`src/rtl/data_ram_arbiter_ll.sv`:
```
// Two-master arbiter in front of the single-port data RAM.
// M0 is the CPU memory stage (with LL/SC), M1 is the DMA/debug port.
// Holds the LL/SC link reservation and a one-entry response pipeline so
// every accepted transfer answers exactly one cycle after its grant.
module data_ram_arbiter_ll #(
    parameter int unsigned AW = 32,
    parameter int unsigned DW = 32,
    parameter bit          RR = 1'b1
) (
    input  logic            clk,
    input  logic            rst,
    // M0: CPU memory stage
    input  logic            m0_req,
    input  logic            m0_we,
    input  logic            m0_ll,
    input  logic            m0_sc,
    input  logic [AW-1:0]   m0_addr,
    input  logic [DW/8-1:0] m0_sel,
    input  logic [DW-1:0]   m0_wdata,
    output logic            m0_gnt,
    output logic            m0_rvalid,
    output logic [DW-1:0]   m0_rdata,
    output logic            m0_sc_ok,
    // M1: DMA/debug
    input  logic            m1_req,
    input  logic            m1_we,
    input  logic [AW-1:0]   m1_addr,
    input  logic [DW/8-1:0] m1_sel,
    input  logic [DW-1:0]   m1_wdata,
    output logic            m1_gnt,
    output logic            m1_rvalid,
    output logic [DW-1:0]   m1_rdata,
    // Reservation flush (exception/eret)
    input  logic            llbit_clr,
    // RAM port
    output logic            ram_ce,
    output logic            ram_we,
    output logic [AW-1:0]   ram_addr,
    output logic [DW/8-1:0] ram_sel,
    output logic [DW-1:0]   ram_wdata,
    input  logic [DW-1:0]   ram_rdata
);

    localparam int unsigned SW = DW / 8;

    // Response owner for the next cycle
    localparam logic [1:0] IDLE  = 2'd0;
    localparam logic [1:0] RESP0 = 2'd1;
    localparam logic [1:0] RESP1 = 2'd2;

    localparam logic M0 = 1'b0;
    localparam logic M1 = 1'b1;

    logic [1:0]    state_q, state_d;
    logic          last_gnt_q;
    logic          link_valid_q;
    logic [AW-3:0] link_addr_q;
    logic          rd_q, rd_d;
    logic          sc_ok_q;

    logic gnt0, gnt1;
    logic m0_is_ll, m0_is_sc;
    logic sc_ok, sc_fail;
    logic m1_conflict;

    // Byte-offset bits never take part in word compares
    logic unused_ok;
    assign unused_ok = ^{m0_addr[1:0], m1_addr[1:0]};

    // Arbitration: combinational from the requests, one-hot at most
    always_comb begin
        gnt0 = 1'b0;
        gnt1 = 1'b0;
        if (!rst) begin
            if (m0_req && m1_req) begin
                if (RR && (last_gnt_q == M0)) begin
                    gnt1 = 1'b1;
                end else begin
                    gnt0 = 1'b1;
                end
            end else begin
                gnt0 = m0_req;
                gnt1 = m1_req;
            end
        end
    end

    // Request decode and SC outcome from the pre-edge reservation
    always_comb begin
        m0_is_ll    = m0_ll;
        m0_is_sc    = m0_sc & ~m0_ll;
        sc_ok       = link_valid_q && (m0_addr[AW-1:2] == link_addr_q);
        sc_fail     = m0_is_sc & ~sc_ok;
        m1_conflict = gnt1 & m1_we & (m1_addr[AW-1:2] == link_addr_q);
    end

    // RAM mux; a failing SC gets the grant but never touches the RAM
    always_comb begin
        ram_ce    = 1'b0;
        ram_we    = 1'b0;
        ram_addr  = '0;
        ram_sel   = '0;
        ram_wdata = '0;
        rd_d      = 1'b0;
        if (gnt0) begin
            ram_ce    = ~sc_fail;
            ram_we    = m0_we & ~m0_is_ll & ~sc_fail;
            ram_addr  = m0_addr;
            ram_sel   = m0_sel;
            ram_wdata = m0_wdata;
            rd_d      = m0_is_ll | (~m0_we & ~m0_is_sc);
        end else if (gnt1) begin
            ram_ce    = 1'b1;
            ram_we    = m1_we;
            ram_addr  = m1_addr;
            ram_sel   = m1_sel;
            ram_wdata = m1_wdata;
            rd_d      = ~m1_we;
        end
    end

    // Next response owner follows the grant
    always_comb begin
        state_d = IDLE;
        if (gnt0) begin
            state_d = RESP0;
        end else if (gnt1) begin
            state_d = RESP1;
        end
    end

    // Response pipeline and round-robin history
    always_ff @(posedge clk or posedge rst) begin
        if (rst) begin
            state_q    <= IDLE;
            rd_q       <= 1'b0;
            sc_ok_q    <= 1'b0;
            last_gnt_q <= M1;
        end else begin
            state_q <= state_d;
            rd_q    <= rd_d;
            sc_ok_q <= gnt0 & m0_is_sc & sc_ok;
            if (gnt0) begin
                last_gnt_q <= M0;
            end else if (gnt1) begin
                last_gnt_q <= M1;
            end
        end
    end

    // Reservation: flush beats M1 conflict beats SC clear beats LL set
    always_ff @(posedge clk or posedge rst) begin
        if (rst) begin
            link_valid_q <= 1'b0;
            link_addr_q  <= '0;
        end else begin
            if (llbit_clr || m1_conflict || (gnt0 && m0_is_sc)) begin
                link_valid_q <= 1'b0;
            end else if (gnt0 && m0_is_ll) begin
                link_valid_q <= 1'b1;
            end
            if (gnt0 && m0_is_ll) begin
                link_addr_q <= m0_addr[AW-1:2];
            end
        end
    end

    // Response outputs; write responses carry zero data
    always_comb begin
        m0_gnt    = gnt0;
        m1_gnt    = gnt1;
        m0_rvalid = (state_q == RESP0);
        m1_rvalid = (state_q == RESP1);
        m0_rdata  = (m0_rvalid && rd_q) ? ram_rdata : {DW{1'b0}};
        m1_rdata  = (m1_rvalid && rd_q) ? ram_rdata : {DW{1'b0}};
        m0_sc_ok  = m0_rvalid & sc_ok_q;
    end

endmodule
```
`config.mk`:
```
export PLATFORM = sky130hd
export DESIGN_NAME = data_ram_arbiter_ll
export DESIGN_NICKNAME = d
export VERILOG_FILES = /design/src/rtl/data_ram_arbiter_ll.sv
export SDC_FILE = /design/constraint.sdc
export NUM_CORES = 1
export LEC_CHECK = 0
export CAP_MARGIN = 10
export CELL_PAD_IN_SITES_DETAIL_PLACEMENT = 2
export CELL_PAD_IN_SITES_GLOBAL_PLACEMENT = 2
export CORE_MARGIN = 5
export CORE_UTILIZATION = 15
export DETAILED_ROUTE_END_ITERATION = 10
export GPL_TIMING_DRIVEN = 1
export PLACE_DENSITY = 0.8
export SYNTH_ARGS = -nofsm -noshare
export SYNTH_HDL_FRONTEND = slang
export SYNTH_SLANG_ARGS = --single-unit
export TNS_END_PERCENT = 5
```
`constraint.sdc`:
```
create_clock -name clk -period 1.9 [get_ports clk]
set_clock_uncertainty 0.15 [all_clocks]
set_input_delay 0.38 -clock clk [delete_from_list [all_inputs] [get_ports clk]]
set_output_delay 0.38 -clock clk [all_outputs]
set_load 0.005 [all_outputs]
```
==> results.py, run 1 <==
metrics = {
    "run_status": {
        "status": "finished, violations left",
        "violations": "setup timing",
    },
    "die": {
        "dieArea_sq_mm": 0.0250,
        "core_sq_mm": 0.0217,
        "die_width_um": 158,
        "initial_utilization": 0.152,
        "ios": 316,
        "die_h_um": 158,
        "rows": 54,
    },
    "logic_synthesis": {
        "post_synth.cell_area_avg_sq_um": 9.66,
        "synth_top_family_by_area": "compound AO/OA/AOI/OAI gates",
        "yosys_register_bits": 36,
        "syn_inst": 341,
        "synth_edf_count": 0,
        "muxShareOfSynthArea": 0.122,
        "yosysMostFrequentCell": "a22o_1",
        "seq_area_frac_synth": 0.274,
        "yosys.area_share.xor_xnor": 0.157,
        "synth_area_sq_mm": 0.00329,
        "synth.distinct_cells": 32,
        "synth_flop_cell": "dfrtp_1",
        "synth_compound_area_frac": 0.211,
        "synthTopCellsByCount": "a22o_1, and3_1, xnor2_1",
        "async_reset_ff_frac": 1.00,
        "ys_top_cells_by_area": "dfrtp_1, a22o_1, xnor2_1, and3_1, mux2_4",
        "synth_top_area_share": 0.266,
        "post_synth_and_or_nand_nor_area_fraction": 0.181,
        "synthesis.nets": 518,
        "yosysWarnings": 0,
        "synth_adder_area_share": 0,
        "synth_top_area_cell": "dfrtp_1",
    },
    "worst_setup_path": {
        "rr_startpoint": "last_gnt_q$_DFFE_PP1P_",
        "rrSetupSlack_ps": -260,
        "required_ps": 1370,
        "rr_endpoint": "link_addr_q[6]$_DFFE_PP0P_",
        "critPathCaptureType": "output pin",
        "arrival_ps": 2090,
        "crit_fanout": 3,
        "critPathKind": "register to output pin",
        "r2r_cells": 10,
        "startpoint_type": "register",
    },
    "run": {
        "drv_cap": 0,
    },
    "pwr": {
        "p_switching_uw": 1480,
        "seqPwrFrac": 0.252,
        "clkPwrFrac": 0.193,
        "p_sw_frac": 0.337,
        "p_int_uw": 2930,
        "comb_power_share": 0.554,
        "irDropWorstVdd_mv": 0.418,
        "leakage_uw": 0.00388,
        "p_per_area_mw_per_mm2": 554,
        "total_power_uw": 4410,
    },
    "placement": {
        "io_buffers": 315,
        "postPlaceCellArea_sq_mm": 0.00752,
        "post-place-ws_ps": -1350,
        "dp_hpwl_mm": 17.3,
        "dpl.cell_count": 997,
        "gp_congestion": 0.751,
    },
    "sta": {
        "slew_viol_final": 0,
        "worst_pin_slew_ps": 332,
        "relSlewSlack": 0.777,
        "fin_setup_tns_ps": -45730,
        "setup_ws_ps": -722,
        "grt_setup_unrepaired": "true",
        "fin_crit_ps": 2620,
        "period_share": 1.38,
        "setup_viol": 169,
        "max_freq_ghz": 0.381,
        "finalHoldViolCount": 0,
    },
    "finish": {
        "nNetsFinal": 941,
        "layout-drive-gt1-share": 0.362,
        "finalNonFillerCells": 1046,
        "design_area_sq_mm": 0.00796,
        "area_growth_pct": 142,
    },
    "detailed_routing": {
        "vias_per_cell": 4.39,
        "met3_length_mm": 1.83,
        "met2WireLength_mm": 11.9,
        "first_iter_violations": 162,
        "wirelength_met1_mm": 8.17,
        "drt-total-wl_mm": 22.5,
        "vias": 4589,
        "wl_per_cell_um": 21.5,
        "top_layer": "met5",
        "drc": 0,
        "ant_nets": 0,
        "drtPass1Iterations": 4,
    },
    "cts": {
        "clk_pin_slew_ps": 60,
        "cts_tree": "yes",
        "clk_latency_ps": 290,
        "cts.sinks": 36,
        "htree_levels": 2,
        "cts_root_buf": "clkbuf_16",
        "clock_path_buffers": 2,
        "cts-buffers-inserted": 5,
    },
    "global_routing": {
        "grt_pass1_wl_mm": 30.8,
        "grt_usage": 0.161,
        "grt_pass1_vias": 5095,
        "grt_max_degree": 65,
        "antenna_found_initial": 4,
        "grt-ovfl-total": 0,
    },
    "min_path": {
        "hp-class": "input port to asynchronous set/reset pin",
    },
}
==> cell families after synthesis <==
| family | count (synthesis) |
|---|---|
| AO/OA/AOI/OAI | 82 |
| XOR/XNOR | 59 |
| buffers and inverters | 37 |
| flip-flops | 36 |
| multiplexers | 29 |
| AND/OR/NAND/NOR | 98 |
==> per-layer routing <==
| metal | up-vias | GRT usage |
|---|---|---|
| li1 | 2139 | - |
| met1 | 2216 | 0.179 |
| met2 | 193 | 0.303 |
| met3 | 35 | 0.0462 |
| met4 | 6 | 0.0353 |
| met5 | - | 0 |
==> per-stage QoR <==
stage	utilization	hold slack [ps]
2_1_floorplan	-	296
3_5_place_dp	0.347	420
6_report	0.367	174
4_1_cts	0.363	184
3_3_place_gp	0.347	392
5_1_grt	0.367	202
==> how the worst max path moves through the flow <==
stage,start,end,slack (ps),cells after the start
global route,link_addr_q[22]$_DFFE_PP0P_,ram_ce,-840,6
finish,link_addr_q[22]$_DFFE_PP0P_,ram_ce,-720,6
CTS,link_addr_q[16]$_DFFE_PP0P_,ram_ce,-640,6
global placement,m0_addr[24],ram_ce,-1330,7
detailed placement,m0_addr[16],ram_ce,-1350,7
floorplan,link_addr_q[28]$_DFFE_PP0P_,ram_ce,100,5
==> cell type report <==
| cell class | instances | area, sq um |
|---|---|---|
| antenna | 1 | 2.50 |
| multi-input combinational | 268 | 2420 |
| timing repair buffer | 448 | 4130 |
| inverter | 5 | 18.8 |
| clock inverter | 3 | 18.8 |
| clock buffer | 5 | 125 |
| tap | 280 | 350 |
| sequential | 36 | 902 |
| fill | 2366 | 13700 |
==> cells in the final DEF (no fill, tap or decap), types with 9 or more instances in the layout <==
cell type	n
a22o_1	66
and3_1	64
buf_12	14
buf_2	54
buf_4	90
buf_6	28
clkbuf_2	11
clkdlybuf4s50_1	183
dfrtp_1	35
dlygate4sd2_1	49
mux2_4	27
nand4_1	13
xnor2_1	43
xor2_1	9
==> power by group through the flow <==
| stage | Sequential, uW | Combinational, uW | Clock (uW) |
|---|---|---|---|
| floorplan | 1120 | 834 | 0 |
| global placement | 1090 | 2210 | 0 |
| detailed placement | 1100 | 2300 | 0 |
| CTS | 1100 | 2410 | 866 |
| global route | 1130 | 2600 | 903 |
| finish | 1110 | 2450 | 852 |
==> critical path, stage by stage (launching register included) <==
cell and delay (ps):
dfrtp_1 420, xnor2_2 160, nand3_2 190, nor4_4 330, nand4_1 260, a41oi_2 280
buf_4 160
==> repair_timing <==
action / in CTS / in global routing
setup buffers: 29 / 8
gates resized for setup: 394 / 33
setup endpoints to repair: 171 / 170
hold buffers: 0 / 0
endpoints found under the hold margin: 0 / 0
pin swaps: 51 / 14
cloned: 3 / 1
==> state kept, by name, summed over array words and instances (netlist names) <==
name          cells
link_valid_q      1
link_addr_q      30
sc_ok_q           1
rd_q              1
state_q           2
last_gnt_q        1
Note: power is estimated with default switching activity, not from simulation.
==> run 2, diff against run 1 <==
--- a/config.mk
+++ b/config.mk
@@ -10,8 +10,10 @@
 export CELL_PAD_IN_SITES_GLOBAL_PLACEMENT = 2
 export CORE_MARGIN = 5
 export CORE_UTILIZATION = 15
+export CTS_CLUSTER_SIZE = 28
 export DETAILED_ROUTE_END_ITERATION = 10
 export GPL_TIMING_DRIVEN = 1
+export HOLD_SLACK_MARGIN = 0.15
 export PLACE_DENSITY = 0.8
 export SYNTH_ARGS = -nofsm -noshare
 export SYNTH_HDL_FRONTEND = slang
==> results of run 2 <==
Final layout, timing and power as in run 1 (identical DEF).
